[src/rtl/vga_timing_ctrl.sv]
// VGA raster timing generator: counters, pixel request, sync/blank/colour pipeline.
// Latency: counter state at cycle t reaches the vga_* pins at t+2; frame_start and pix_req are at t.
// Backpressure: none. The pixel source must return pix_rgb exactly one cycle after pix_req.
//
// Ports:
//   clk, nrst            pixel clock, asynchronous active-low reset
//   enable               level-sensitive run request; stopping always finishes the current frame
//   pix_req/pix_x/pix_y  pixel request and its coordinates (coordinates driven at all times)
//   pix_rgb              {r,g,b} returned by the source one cycle after pix_req
//   frame_start          one-cycle pulse at hcnt=0, vcnt=0 while running
//   running              high while the raster is counting (RUN or STOPPING)
//   vga_hs/vga_vs        active-low syncs
//   vga_blank_n          high on visible pixels
//   vga_sync_n           tied low
//   vga_r/vga_g/vga_b    colour, forced to zero outside the visible area
module vga_timing_ctrl #(
    parameter int HDISP  = 640,
    parameter int HFP    = 16,
    parameter int HPULSE = 96,
    parameter int HBP    = 48,
    parameter int VDISP  = 480,
    parameter int VFP    = 10,
    parameter int VPULSE = 2,
    parameter int VBP    = 33
) (
    input  logic                                          clk,
    input  logic                                          nrst,
    input  logic                                          enable,
    output logic                                          pix_req,
    output logic [$clog2(HDISP+HFP+HPULSE+HBP)-1:0]       pix_x,
    output logic [$clog2(VDISP+VFP+VPULSE+VBP)-1:0]       pix_y,
    input  logic [23:0]                                   pix_rgb,
    output logic                                          frame_start,
    output logic                                          running,
    output logic                                          vga_hs,
    output logic                                          vga_vs,
    output logic                                          vga_blank_n,
    output logic                                          vga_sync_n,
    output logic [7:0]                                    vga_r,
    output logic [7:0]                                    vga_g,
    output logic [7:0]                                    vga_b
);

    localparam int HTOTAL = HDISP + HFP + HPULSE + HBP;
    localparam int VTOTAL = VDISP + VFP + VPULSE + VBP;
    localparam int HW     = $clog2(HTOTAL);
    localparam int VW     = $clog2(VTOTAL);

    localparam logic [HW-1:0] H_LAST = HW'(HTOTAL - 1);
    localparam logic [VW-1:0] V_LAST = VW'(VTOTAL - 1);

    // Region edges compared as int so a zero-width back porch cannot overflow the counter width.
    localparam int HS_BEG = HDISP + HFP;
    localparam int HS_END = HDISP + HFP + HPULSE;
    localparam int VS_BEG = VDISP + VFP;
    localparam int VS_END = VDISP + VFP + VPULSE;

    localparam logic [1:0] ST_IDLE = 2'd0;
    localparam logic [1:0] ST_RUN  = 2'd1;
    localparam logic [1:0] ST_STOP = 2'd2;

    logic [1:0]    state_q, state_d;
    logic [HW-1:0] hcnt_q, hcnt_d;
    logic [VW-1:0] vcnt_q, vcnt_d;

    logic          active;
    logic          h_last, v_last, frame_last;
    logic          h_vis, v_vis, h_sync, v_sync;

    // Stage 1 and stage 2 pipeline registers.
    logic          hs_d1_q, vs_d1_q, vis_d1_q;
    logic          vga_hs_q, vga_vs_q, vga_blank_n_q;
    logic [23:0]   vga_rgb_q;

    assign active     = (state_q != ST_IDLE);
    assign h_last     = (hcnt_q == H_LAST);
    assign v_last     = (vcnt_q == V_LAST);
    assign frame_last = h_last && v_last;

    assign h_vis  = (int'(hcnt_q) < HDISP);
    assign v_vis  = (int'(vcnt_q) < VDISP);
    assign h_sync = (int'(hcnt_q) >= HS_BEG) && (int'(hcnt_q) < HS_END);
    assign v_sync = (int'(vcnt_q) >= VS_BEG) && (int'(vcnt_q) < VS_END);

    // A run request seen in STOPPING wins over the end of frame, so the
    // raster simply keeps going without a gap.
    always_comb begin
        state_d = state_q;
        case (state_q)
            ST_IDLE: if (enable) state_d = ST_RUN;
            ST_RUN:  if (!enable) state_d = ST_STOP;
            ST_STOP: begin
                if (enable) begin
                    state_d = ST_RUN;
                end else if (frame_last) begin
                    state_d = ST_IDLE;
                end
            end
            default: state_d = ST_IDLE;
        endcase
    end

    // Counters sit at 0 in IDLE so the first RUN cycle is always (0,0).
    // Leaving STOPPING happens on the wrap cycle, so the counters land on 0 anyway.
    always_comb begin
        hcnt_d = '0;
        vcnt_d = '0;
        if (active) begin
            if (h_last) begin
                hcnt_d = '0;
                vcnt_d = v_last ? '0 : vcnt_q + VW'(1);
            end else begin
                hcnt_d = hcnt_q + HW'(1);
                vcnt_d = vcnt_q;
            end
        end
    end

    always_ff @(posedge clk or negedge nrst) begin
        if (!nrst) begin
            state_q <= ST_IDLE;
            hcnt_q  <= '0;
            vcnt_q  <= '0;
        end else begin
            state_q <= state_d;
            hcnt_q  <= hcnt_d;
            vcnt_q  <= vcnt_d;
        end
    end

    // Stage 0: request and coordinates straight from the counters.
    assign pix_req     = active && h_vis && v_vis;
    assign pix_x       = hcnt_q;
    assign pix_y       = vcnt_q;
    assign frame_start = (state_q == ST_RUN) && (hcnt_q == '0) && (vcnt_q == '0);
    assign running     = active;

    // Stage 1 delays the timing flags by one cycle to meet pix_rgb;
    // stage 2 registers the pins with colour masked outside the visible area.
    always_ff @(posedge clk or negedge nrst) begin
        if (!nrst) begin
            hs_d1_q       <= 1'b0;
            vs_d1_q       <= 1'b0;
            vis_d1_q      <= 1'b0;
            vga_hs_q      <= 1'b1;
            vga_vs_q      <= 1'b1;
            vga_blank_n_q <= 1'b0;
            vga_rgb_q     <= '0;
        end else begin
            hs_d1_q       <= active && h_sync;
            vs_d1_q       <= active && v_sync;
            vis_d1_q      <= pix_req;
            vga_hs_q      <= ~hs_d1_q;
            vga_vs_q      <= ~vs_d1_q;
            vga_blank_n_q <= vis_d1_q;
            vga_rgb_q     <= vis_d1_q ? pix_rgb : 24'h0;
        end
    end

    assign vga_hs      = vga_hs_q;
    assign vga_vs      = vga_vs_q;
    assign vga_blank_n = vga_blank_n_q;
    assign vga_sync_n  = 1'b0;
    assign vga_r       = vga_rgb_q[23:16];
    assign vga_g       = vga_rgb_q[15:8];
    assign vga_b       = vga_rgb_q[7:0];

endmodule
[config.mk]
export PLATFORM = sky130hd
export DESIGN_NAME = vga_timing_ctrl
export DESIGN_NICKNAME = d
export VERILOG_FILES = /design/src/rtl/vga_timing_ctrl.sv
export SDC_FILE = /design/constraint.sdc
export NUM_CORES = 1
export LEC_CHECK = 0
export CORE_UTILIZATION = 40
export CTS_CLUSTER_SIZE = 40
export DETAILED_ROUTE_END_ITERATION = 12
export HOLD_SLACK_MARGIN = 0.06
export PLACE_DENSITY = 0.75
export SYNTH_ARGS = -nofsm -noshare
export SYNTH_HDL_FRONTEND = slang
export SYNTH_SLANG_ARGS = --single-unit
[constraint.sdc]
create_clock -name clk -period 1.7 [get_ports clk]
set_input_delay 0.17 -clock clk [delete_from_list [all_inputs] [get_ports clk]]
set_output_delay 0.17 -clock clk [all_outputs]
set_load 0.05 [all_outputs]
==> results.md <==
- N_diodes: 0
- Synth warn: 0
- Final setup fails: 18
- Global-route wire length before repair: slightly below 9000 um
- Post-synth EDFFs: 0
- Slew headroom: between 60 and 70%
- RSZ-0062 raised after global routing: yes
- Async S/R FF share, synth: 100%
- Hold Crit Depth: 1
- FF-to-FF End: pix_y[3]$_DFFE_PN0P_
- Failing checks: negative setup slack
- Pins Over Slew Limit: 0
- Worst-margin pin slew: around 540 ps
- Top-Level Pins: roughly 80
- Hold Path Sink: vga_vs$_DFF_PN1_
- Layout Utilization: roughly two thirds
- Met2 WL post-DR: ~2400 um
- Clock transition at path regs: roughly 90 ps
- Syn Std Cell Area: about 2200 um2
- Layout Nets: roughly 340
- Final hold slack: 357 ps
- DR vias/cell: a little under 5
- Skew final: a little under 9 ps
- Syn Area/Cell: about 11 um2
- Die Y: ~76 um
- Flops & latches, synth: 52
- P&R area growth vs syn: 57.6%
- Largest net degree at the start of global routing: 26
- Register area share after synthesis: between 50 and 60%
- Die area: between 5000 and 6000 um2
- Critical Path Start Type: register
- Port Buffers: 76
- Setup TNS: -1540 ps
- Root Driver: clkbuf_8
- Drt initial violations: between 80 and 90
- DRT antenna net count: 0
- Metal3 WL: around 340 um
- Outcome: finished with violations
- Class of the worst hold path: register to register
- Via count: 1,895
- DP Cell Count: approximately 370
- Max-cap viol count: 0
- Die outline width: ~76 um
- Core Region: ~5200 um2
- Share of layout cells above drive strength 1: between 30 and 40%
- Routed wire length: ~5300 um
- Row count: 26
- DP Worst Slack: -285 ps
- Cells after Synth: around 200
- Max VDD drop: 368 uV
- Final cell count without fillers: ~380
- Top Metal Used: met4
- Drt wl/cell: ~14 um
- Buffer depth of the longest clock path: 2
- Critical path required time: about 1500 ps
- Initial core utilization: 42.3%
- GP Congestion: around 0.84
- Leak: 1.57 nW
- TritonRoute pass-1 iters: 4
- CP Data Arrival Time: approximately 2100 ps
- Final Hold Fails: 0
- Aggregate global routing overflow: 0
- Crit-path max FO: 2
- Layout fillers: slightly below 400
- Synth unique cells: 41
- Prevailing post-synth register cell: dfrtp_1
- Min cycle time layout: 2300 ps
- PwrDens: about 890 nW/um2
- CTS tree: done
- FMAX: between 0.4 and 0.5 GHz
- Worst-Skew Late Latency: around 300 ps
- CTS H-tree depth: 2
- # DRC: 0
- Period utilization: 135%
- # clock sinks: 52
- Total CTS buffers: 5
- Worst reg-to-reg setup slack: -120 ps
- Critical Path End Type: output port
- Setup CP Type: register to output port
- GRT Total Usage: between 10% and 20%
- Reg-to-reg startpoint: pix_x[5]$_DFF_PN0_
- DPL Wire Length: around 3800 um
- PnR worst setup slack: -603 ps
- Met1 WL: approximately 2500 um
- Number of global-route vias before repair: about 1,800
- Initial antenna violation count: 0
- Min-delay src: vs_d1_q$_DFF_PN0_
- Syn Nets: between 200 and 250
- Worst Reg-to-Reg Cells: 5
-- state kept, by name (all words and copies together) (netlist names) --
signal and count:
vga_rgb_q 24, pix_y 10, hs_d1_q 1, state_q 2, vga_vs 1, vga_hs 1
pix_x 10, vga_blank_n 1, vis_d1_q 1, vs_d1_q 1
-- layer usage --
metal / vias up / global-route usage, %
met1: 892 / 27.2
met4: 0 / 4.62
li1: 911 / -
met3: 6 / 4.07
met5: - / 0
met2: 86 / 30.0
-- placed cells by master, fill, tap and decap left out, types with 3 or more instances in the layout --
cell,instances
a31oi_1,3
a22o_1,6
nor2b_1,3
xnor2_1,3
clkbuf_8,5
or3_1,3
nor3_1,8
and2_1,24
nand2_1,9
inv_1,5
ha_1,3
buf_6,6
xor2_1,5
a21oi_1,3
buf_4,53
clkdlybuf4s50_1,50
nand3_1,9
dfrtp_2,6
dfrtp_1,44
nand4_1,5
o21ai_1,3
nor2_1,13
-- per-stage QoR --
step | instance area, um2 | total power (W)
2_1_floorplan | 2240 | 0.00178
6_report | 3470 | 0.00309
5_1_grt | 3470 | 0.00320
3_5_place_dp | 3200 | 0.00210
4_1_cts | 3420 | 0.00310
3_3_place_gp | 3200 | 0.00209
-- power by group --
part | switching, W | internal (W) | leakage, nW
sequential | 0.0000385 | 0.00131 | 0.669
combinational | 0.000456 | 0.000321 | 0.836
clock | 0.000386 | 0.000579 | 0.0642
-- cells in the mapped netlist (2+ instances only) --
library cell  count  area, um2
a21oi_1           3       15.0
a22o_1            6       52.6
a31oi_1           3       18.8
and2_1           25        156
and3_1            2       12.5
clkbuf_1          2       7.51
dfrtp_1          50       1250
dfstp_2           2       52.6
ha_1              4       50.1
inv_1             7       26.3
nand2_1          10       37.5
nand3_1           9       45.0
nand4_1           5       31.3
nor2_1           16       60.1
nor2b_1           3       18.8
nor3_1           10       50.1
nor4_1            2       12.5
o21ai_0           5       25.0
or3_1             3       18.8
or3_4             2       22.5
or4_1             2       15.0
xnor2_1           3       26.3
xor2_1            5       43.8
-- final cells by class --
class	count	area [um2]	area share, %
Sequential cell	52	1310	37.8
Tap cell	70	87.6	2.52
Inverter	7	26.3	0.757
Clock buffer	5	68.8	1.98
Multi-Input combinational cell	133	917	26.4
Clock inverter	2	60.1	1.73
Timing Repair Buffer	112	1000	28.8
-- logic make-up after synthesis --
group | after synthesis | synth area share (%)
other | 1 | 0.170
buffers and inverters | 12 | 2.61
AOI/OAI and AO/OA | 25 | 8.29
xor gates and xnor gates | 8 | 3.18
DFF | 52 | 59.2
adders and majority gates | 4 | 2.27
and+or+nand+nor | 95 | 24.3
-- worst max-delay path by stage --
stage / slack [ps] / cells past startpoint / from / end
6_report: -600 / 6 / pix_x[0]$_DFF_PN0_ / frame_start
5_1_grt: -680 / 6 / pix_x[0]$_DFF_PN0_ / frame_start
3_3_place_gp: -260 / 6 / pix_x[0]$_DFF_PN0_ / frame_start
3_5_place_dp: -290 / 6 / pix_x[0]$_DFF_PN0_ / frame_start
2_1_floorplan: -460 / 5 / pix_x[1]$_DFF_PN0_ / frame_start
4_1_cts: -620 / 6 / pix_x[1]$_DFF_PN0_ / frame_start
-- what timing repair did --
action | CTS | global route
endpoints found under the setup margin | 19 | 21
hold buffers | 1 | 0
resized for setup | 15 | 9
hold endpoints to repair | 20 | 0
setup buffers | 3 | 6
pin swaps | 4 | 10
cloned | 1 | 0
-- critical path: stages (launching register included) --
cell	delay [ps]
dfrtp_2	420
inv_2	50
ha_1	140
or4b_4	450
or4_4	440
nor3_4	180
buf_12	160
Note: power is estimated with default switching activity, not from simulation.
